**config.mk**
```make
export PLATFORM = sky130hd
export DESIGN_NAME = ascon_permutation_ctrl
export DESIGN_NICKNAME = d
export VERILOG_FILES = /design/src/rtl/ascon_permutation_ctrl.sv
export SDC_FILE = /design/constraint.sdc
export NUM_CORES = 2
export LEC_CHECK = 0
export CAP_MARGIN = 15
export CORE_ASPECT_RATIO = 1.4
export CORE_MARGIN = 2
export CORE_UTILIZATION = 30
export CTS_BUF_LIST = sky130_fd_sc_hd__clkbuf_2 sky130_fd_sc_hd__clkbuf_4 sky130_fd_sc_hd__clkbuf_8
export DETAILED_ROUTE_END_ITERATION = 8
export GPL_TIMING_DRIVEN = 1
export SLEW_MARGIN = 20
export SYNTH_ARGS = -nofsm -noshare
export SYNTH_HDL_FRONTEND = slang
export SYNTH_SLANG_ARGS = --single-unit
```
**constraint.sdc**
```tcl
create_clock -name clk_i -period 4.58 [get_ports clk_i]
set_input_delay 1.145 -clock clk_i [delete_from_list [all_inputs] [get_ports clk_i]]
set_output_delay 1.145 -clock clk_i [all_outputs]
set_load 0.01 [all_outputs]
```
**src/rtl/ascon_permutation_ctrl.sv**
```systemverilog
// Iterative Ascon-p[rnd] permutation controller: UNROLL rounds per clock over a registered 320-bit state.
// Optional abort port: define ASCON_PERM_ABORT_EN.

package ascon_perm_pkg;

    // Word k of the packed array is Ascon state word S_k.
    typedef logic [4:0][63:0] ascon_state_t;

    localparam logic [7:0] ROUND_CONST [16] = '{
        8'h3c, 8'h2d, 8'h1e, 8'h0f, 8'hf0, 8'he1, 8'hd2, 8'hc3,
        8'hb4, 8'ha5, 8'h96, 8'h87, 8'h78, 8'h69, 8'h5a, 8'h4b
    };

    function automatic logic [63:0] ror64(input logic [63:0] x, input int unsigned n);
        return (x >> n) | (x << (64 - n));
    endfunction

    function automatic ascon_state_t linear_diffusion_layer(input ascon_state_t s);
        ascon_state_t r;
        r[0] = s[0] ^ ror64(s[0], 19) ^ ror64(s[0], 28);
        r[1] = s[1] ^ ror64(s[1], 61) ^ ror64(s[1], 39);
        r[2] = s[2] ^ ror64(s[2],  1) ^ ror64(s[2],  6);
        r[3] = s[3] ^ ror64(s[3], 10) ^ ror64(s[3], 17);
        r[4] = s[4] ^ ror64(s[4],  7) ^ ror64(s[4], 41);
        return r;
    endfunction

    // Bitsliced 5-bit S-box applied to all 64 columns at once; x0 is the column MSB.
    function automatic ascon_state_t substitution_layer(input ascon_state_t s);
        logic [63:0] x0, x1, x2, x3, x4;
        logic [63:0] t0, t1, t2, t3, t4;
        x0 = s[0] ^ s[4];
        x1 = s[1];
        x2 = s[2] ^ s[1];
        x3 = s[3];
        x4 = s[4] ^ s[3];
        t0 = ~x0 & x1;
        t1 = ~x1 & x2;
        t2 = ~x2 & x3;
        t3 = ~x3 & x4;
        t4 = ~x4 & x0;
        x0 = x0 ^ t1;
        x1 = x1 ^ t2;
        x2 = x2 ^ t3;
        x3 = x3 ^ t4;
        x4 = x4 ^ t0;
        x1 = x1 ^ x0;
        x0 = x0 ^ x4;
        x3 = x3 ^ x2;
        x2 = ~x2;
        return {x4, x3, x2, x1, x0};
    endfunction

    function automatic ascon_state_t ascon_round(input ascon_state_t s, input logic [3:0] idx);
        ascon_state_t t;
        t = s;
        t[2][7:0] = t[2][7:0] ^ ROUND_CONST[idx];
        return linear_diffusion_layer(substitution_layer(t));
    endfunction

endpackage

module ascon_permutation_ctrl
    import ascon_perm_pkg::*;
#(
    parameter int UNROLL = 1
) (
    input  logic         clk_i,
    input  logic         rst_ni,
    input  logic         start_valid_i,
    output logic         start_ready_o,
    input  logic [4:0]   rnd_i,
    input  ascon_state_t state_i,
`ifdef ASCON_PERM_ABORT_EN
    input  logic         abort_i,
`endif
    output logic         out_valid_o,
    input  logic         out_ready_i,
    output ascon_state_t state_o,
    output logic         busy_o,
    output logic         err_o
);

    if (UNROLL != 1 && UNROLL != 2) begin : g_bad_unroll
        $fatal(1, "ascon_permutation_ctrl: UNROLL must be 1 or 2");
    end

    typedef enum logic [1:0] {IDLE, RUN, DONE} fsm_e;

    localparam logic [4:0] STEP = 5'(UNROLL);

    fsm_e         fsm_q, fsm_d;
    ascon_state_t state_q, state_d;
    ascon_state_t round_state;
    logic [4:0]   idx_q, idx_d;
    logic         err_q, err_d;
    logic         rnd_legal;

    assign rnd_legal = (rnd_i <= 5'd16) && !((UNROLL == 2) && rnd_i[0]);

    // NOTE: a chain inside always_comb uses blocking '=' so each stage sees the previous
    // stage's value in the same evaluation; registers below use '<=' only.
    always_comb begin
        ascon_state_t s;
        s = state_q;
        for (int k = 0; k < UNROLL; k++) begin
            s = ascon_round(s, idx_q[3:0] + 4'(k));
        end
        round_state = s;
    end

    // NOTE: every output of this block gets a default first; a missing assignment on
    // any branch would infer a latch.
    always_comb begin
        fsm_d   = fsm_q;
        state_d = state_q;
        idx_d   = idx_q;
        err_d   = 1'b0;
        unique case (fsm_q)
            IDLE: begin
                if (start_valid_i) begin
                    if (rnd_legal) begin
                        state_d = state_i;
                        idx_d   = 5'd16 - rnd_i;
                        fsm_d   = (rnd_i == 5'd0) ? DONE : RUN;
                    end else begin
                        err_d = 1'b1;
                    end
                end
            end
            RUN: begin
                state_d = round_state;
                idx_d   = idx_q + STEP;
                if (idx_q + STEP == 5'd16) fsm_d = DONE;
            end
            DONE: begin
                if (out_ready_i) fsm_d = IDLE;
            end
            default: fsm_d = IDLE;
        endcase
`ifdef ASCON_PERM_ABORT_EN
        // Abort overrides a pending output handshake and wipes the state.
        if (abort_i && fsm_q != IDLE) begin
            fsm_d   = IDLE;
            state_d = '0;
            idx_d   = '0;
        end
`endif
    end

    always_ff @(posedge clk_i) begin
        if (!rst_ni) begin
            fsm_q   <= IDLE;
            state_q <= '0;
            idx_q   <= '0;
            err_q   <= 1'b0;
        end else begin
            fsm_q   <= fsm_d;
            state_q <= state_d;
            idx_q   <= idx_d;
            err_q   <= err_d;
        end
    end

    assign start_ready_o = (fsm_q == IDLE);
    assign out_valid_o   = (fsm_q == DONE);
    assign busy_o        = (fsm_q != IDLE);
    assign err_o         = err_q;
    assign state_o       = state_q;

endmodule

```
## Word level (Yosys, flattened, before mapping)

Memory sizes are Yosys's and may differ from the RTL's.
Cells that the tools add are included.

- Input port bits: 329
- ROM bits: 128
- Output and inout bits: 324
- Word-level logic and storage cells: 86
- Memories kept: 1
- Register bits: 328

Memory list:

| name | words | bits a word | rd ports | clocked after memory_dff | wr ports | line | source |
|---|---|---|---|---|---|---|---|
| (no name shown) | 16 | 8 | 1 | 0 | 0 | 57 | `t[2][7:0] = t[2][7:0] ^ ROUND_CONST[idx];` |

- Order comparisons: 2
- Bitwise logic cells: 44
- Add/subtract/negate cells: 2
- Equal/unequal tests: 7
- Reduce and logical (&&, ||, !) cells: 7
- Mux-type cells: 15

Operator list:

| operator | number |
|---|---|
| $xor A64 B64 Y64 | 21 |
| $mux W320 | 2 |
| $pmux W320 S2 | 1 |
| $not A64 Y64 | 6 |
| $and A64 B64 Y64 | 5 |
| $or A23 B64 Y64 | 1 |
| $or A25 B64 Y64 | 1 |
| $or A3 B64 Y64 | 1 |
| $or A36 B64 Y64 | 1 |
| $or A45 B64 Y64 | 1 |
| $or A47 B64 Y64 | 1 |
| $or A54 B64 Y64 | 1 |
| $or A57 B64 Y64 | 1 |
| $or A58 B64 Y64 | 1 |
| $or A63 B64 Y64 | 1 |
| $mux W8 | 2 |
| $mux W2 | 5 |
| $mux W5 | 2 |
| $pmux W5 S2 | 1 |
| $xor A8 B8 Y8 | 1 |
| $pmux W2 S3 | 1 |
| $reduce_and A3 Y1 | 2 |
| $add A5 B1 Y5 const B | 1 |
| $eq A5 B5 Y1 const B | 1 |
| 13 further kinds | 16 |

## Logic depth before layout (Yosys ltp)

- Word-level depth: 14
- Depth in mapped cells: 12
- Depth with buffers taken out: 9

## Least setup slack after synthesis

No wires, ideal clock.

- Path kind: in2reg
- Start: in rnd_i[0]
- End: reg state_q, in the netlist state_o[317]
- Setup slack: 1.472 ns
- Stages: 12
- Arrival time: 2.976 ns
- Cells stage by stage: inv_1 -> ha_1 -> nor3b_1 -> ha_1 -> o31a_1 -> buf_4 -> o21a_1 -> buf_4 -> buf_4 -> buf_4 -> o221ai_1 -> a21oi_1

- Cells in the longest elaborated chain, start to end: 3

Ends and longest elaborated chain:

| element | line | source |
|---|---|---|
| start, declared | 72 | `input logic [4:0] rnd_i,` |
| $le A5 B5 Y1 | 99 | `assign rnd_legal = (rnd_i <= 5'd16) && !((UNROLL == 2) && rnd_i[0]);` |
| $ne A2 B1 Y1 (no source line) | -- |  |
| $reduce_and A3 Y1 (no source line) | -- |  |
| end signal, assigned | 159 | `state_q <= state_d;` |
| end, declared | 93 | `ascon_state_t state_q, state_d;` |

Every way passes these cells.
A chain may end at the register's enable or synchronous reset.

## Final worst setup path

- Start: in rnd_i[0]
- End: reg state_q, in the netlist state_o[247]

The elaborated chain is that of the path after synthesis.

==> qor.txt <==
Outcome: finished, final reports clean
Register area share after synthesis: 0.223
ANT nets after route: 0
Vias post-DR: 29467
Synth warn: 0
Slew HR: 0.0487
Final net count: 4484
Worst min-delay path endpoint: idx_q[4]
Data arrival, critical path: 4.25 ns
Crit path launch type: input port
DR iter-0 viols: 2958
Synthesized instance count: 3414
Hold Crit Depth: 2
Hold Vio Cnt, Final: 0
Die height: 375 um
Die W: 269 um
Cts repair resizes: 0
First-pass GRT wire length: 232 mm
Drt wl/cell: 32.0 um
CTS Buf Count: 61
Register-to-Register Path Depth: 9
RD Place Congestion: 1.08
Largest net degree at the start of global routing: 120
Mapped Area: 29400 um^2
Min-delay src: idx_q[4]
IO Pins: 653
DR pass1 iterations: 6
Max Cap Violations: 0
GR Overflow Total: 0
Most common cell after layout, fill and taps aside: xnor2_1
CP Capture Type: register
Actual slew at the worst max-slew pin: 1.42 ns
Die Area: 101000 um^2
Unrepaired setup endpoints after global routing: false
Reg2reg end: state_o[195]
Post-Syn Area per Cell: 8.63 um^2
Worst-path maximum fanout: 41
Reg clk slew, reported paths: 0.07 ns
Final setup viols: 0
Multi-input logic area: 21200 um^2
Syn_nets: 3876
Drt total wl: 172 mm
Hold Crit Class: reg2reg
# H-tree levels: 2
Number of hold buffers added after cts: 0
Reg2reg setup slack: 1.13 ns
Fillers: 10087
Achievable clock frequency: 277 MHz
Vias per cell: 5.47
Netlist cell types: 45
# port buffers: 652
Clock Tree Root: clkbuf_8
DRC errors left: 0
Most frequent cells in the layout: 852 x xnor2_1, 651 x clkdlybuf4s50_1, 326 x dfxtp_1
Clock Latency Late Sink: 0.73 ns
Reg2Reg Launch Point: idx_q[2]
Vias in the first global route: 28602
Max Buffers Root-to-Sink: 3
Tmin final: 3.61 ns
Max Slew Vio Count: 0
Layout area overhead: 32.9%
Sink Count: 328
Skew final: 0.0234 ns
Setup Buffers After CTS: 0
Critical path class: in2reg
HPWL after detailed placement: 141 mm
Final period utilization: 0.789
Layout cells sized above 1: 0.0897
Initial antenna violation count: 6
#FFs+latches synth: 328
FF/Latch Area: 6570 um^2
Rows: 136
Core ar.: 97700 um^2
GRT Util Overall: 0.331
Worst Path Required: 5.21 ns
Setup TNS: 0 ns
Starting Density: 0.301
CTS tree: yes
## metrics by stage
| step | setup WS (ns) | cell area, um^2 | std cells | hold slack [ns] | util |
|---|---|---|---|---|---|
| finish | 0.967 | 39100 | 5384 | 0.527 | 0.401 |
| global route | 0.711 | 39100 | 5383 | 0.547 | 0.401 |
| CTS | 1.03 | 39100 | 5381 | 0.519 | 0.400 |
| detailed placement | 0.266 | 37700 | 5270 | 0.510 | 0.386 |
| global placement | 0.317 | 37600 | 5270 | 0.486 | 0.385 |
| floorplan | 1.47 | 29400 | 3414 | 0.473 | - |
## cell families (layout without fill, tap and decap cells)
kind of cell               after synthesis  after routing  share of synthesized area
xor gates and xnor gates              1147           1147                      0.341
DFF                                    328            328                      0.223
muxes                                   32             32                     0.0109
and+or+nand+nor                        529            529                     0.0786
buffers and inverters                  422           1078                     0.0605
other                                    0              3                          0
adders and majority gates              192            192                     0.0766
AOI/OAI and AO/OA                      764            764                      0.209
## how the worst max path moves through the flow
stage / start / endpoint / slack (ns) / depth (start not counted)
after floorplan: rnd_i[0] / state_o[317] / 1.47 / 12
after global placement: rnd_i[0] / state_o[108] / 0.32 / 10
after detailed placement: rnd_i[0] / state_o[108] / 0.27 / 10
after CTS: rnd_i[0] / state_o[117] / 1.03 / 10
after global routing: rnd_i[0] / state_o[247] / 0.71 / 12
final: rnd_i[0] / state_o[247] / 0.97 / 12
## critical path, stage by stage
cell             delay, ns
clkdlybuf4s50_1       0.47
inv_1                 0.12
ha_1                  0.18
nor3b_1               0.34
ha_1                  0.32
o31a_2                0.29
buf_4                 0.43
buf_4                 0.41
nor2_1                0.07
a21oi_1               0.13
o221ai_1              0.13
a21oi_1               0.17
## synth_stat cells (all sizes together)
library cell	instances	area [um^2]
o31a	2	17.5
nor2	259	972
clkbuf	119	448
dfxtp	328	6570
o311ai	1	16.3
inv	227	852
o22ai	2	12.5
nand4	1	6.26
a21oi	347	1920
nor2b	60	375
buf	76	482
a22oi	1	7.51
a311oi	2	17.5
o32ai	1	8.76
ha	133	1660
nand3	15	75.1
nor3b	4	30.0
maj3	59	591
o221a	1	11.3
and3	40	250
o221ai	251	2820
mux2i	32	320
o21ai	33	169
nor3	18	90.1
o21a	2	15.0
nor4	2	27.5
xor2	290	2540
a21boi	1	7.51
a211oi	3	22.5
o211a	38	380
a22o	1	8.76
xnor2	857	7510
a311o	56	561
o31ai	11	82.6
nand2	130	488
o211ai	11	82.6
## state kept, by name, summed over array words and instances, names as in the netlist
name     count
err_o        1
fsm_q        2
idx_q        5
state_o    320
## routing by layer
metal  vias up  track usage  share of wire
li1      12979            -              -
met1     14404        0.390           0.38
met2      1639        0.531           0.45
met3       439       0.0607          0.078
met4         6        0.247          0.090
met5         -            0        0.00033
## layout make-up
class                      count  area share
tap                         1311      0.0419
sequential                   328       0.168
inverter                     227      0.0218
multi-input combinational   2664       0.541
antenna                        3    0.000192
clock buffer                  90      0.0302
clock inverter                21     0.00691
timing repair buffer         740       0.190
Power is not shown: default switching activity piles up to over one toggle a cycle in this logic, so the estimate is an artifact.
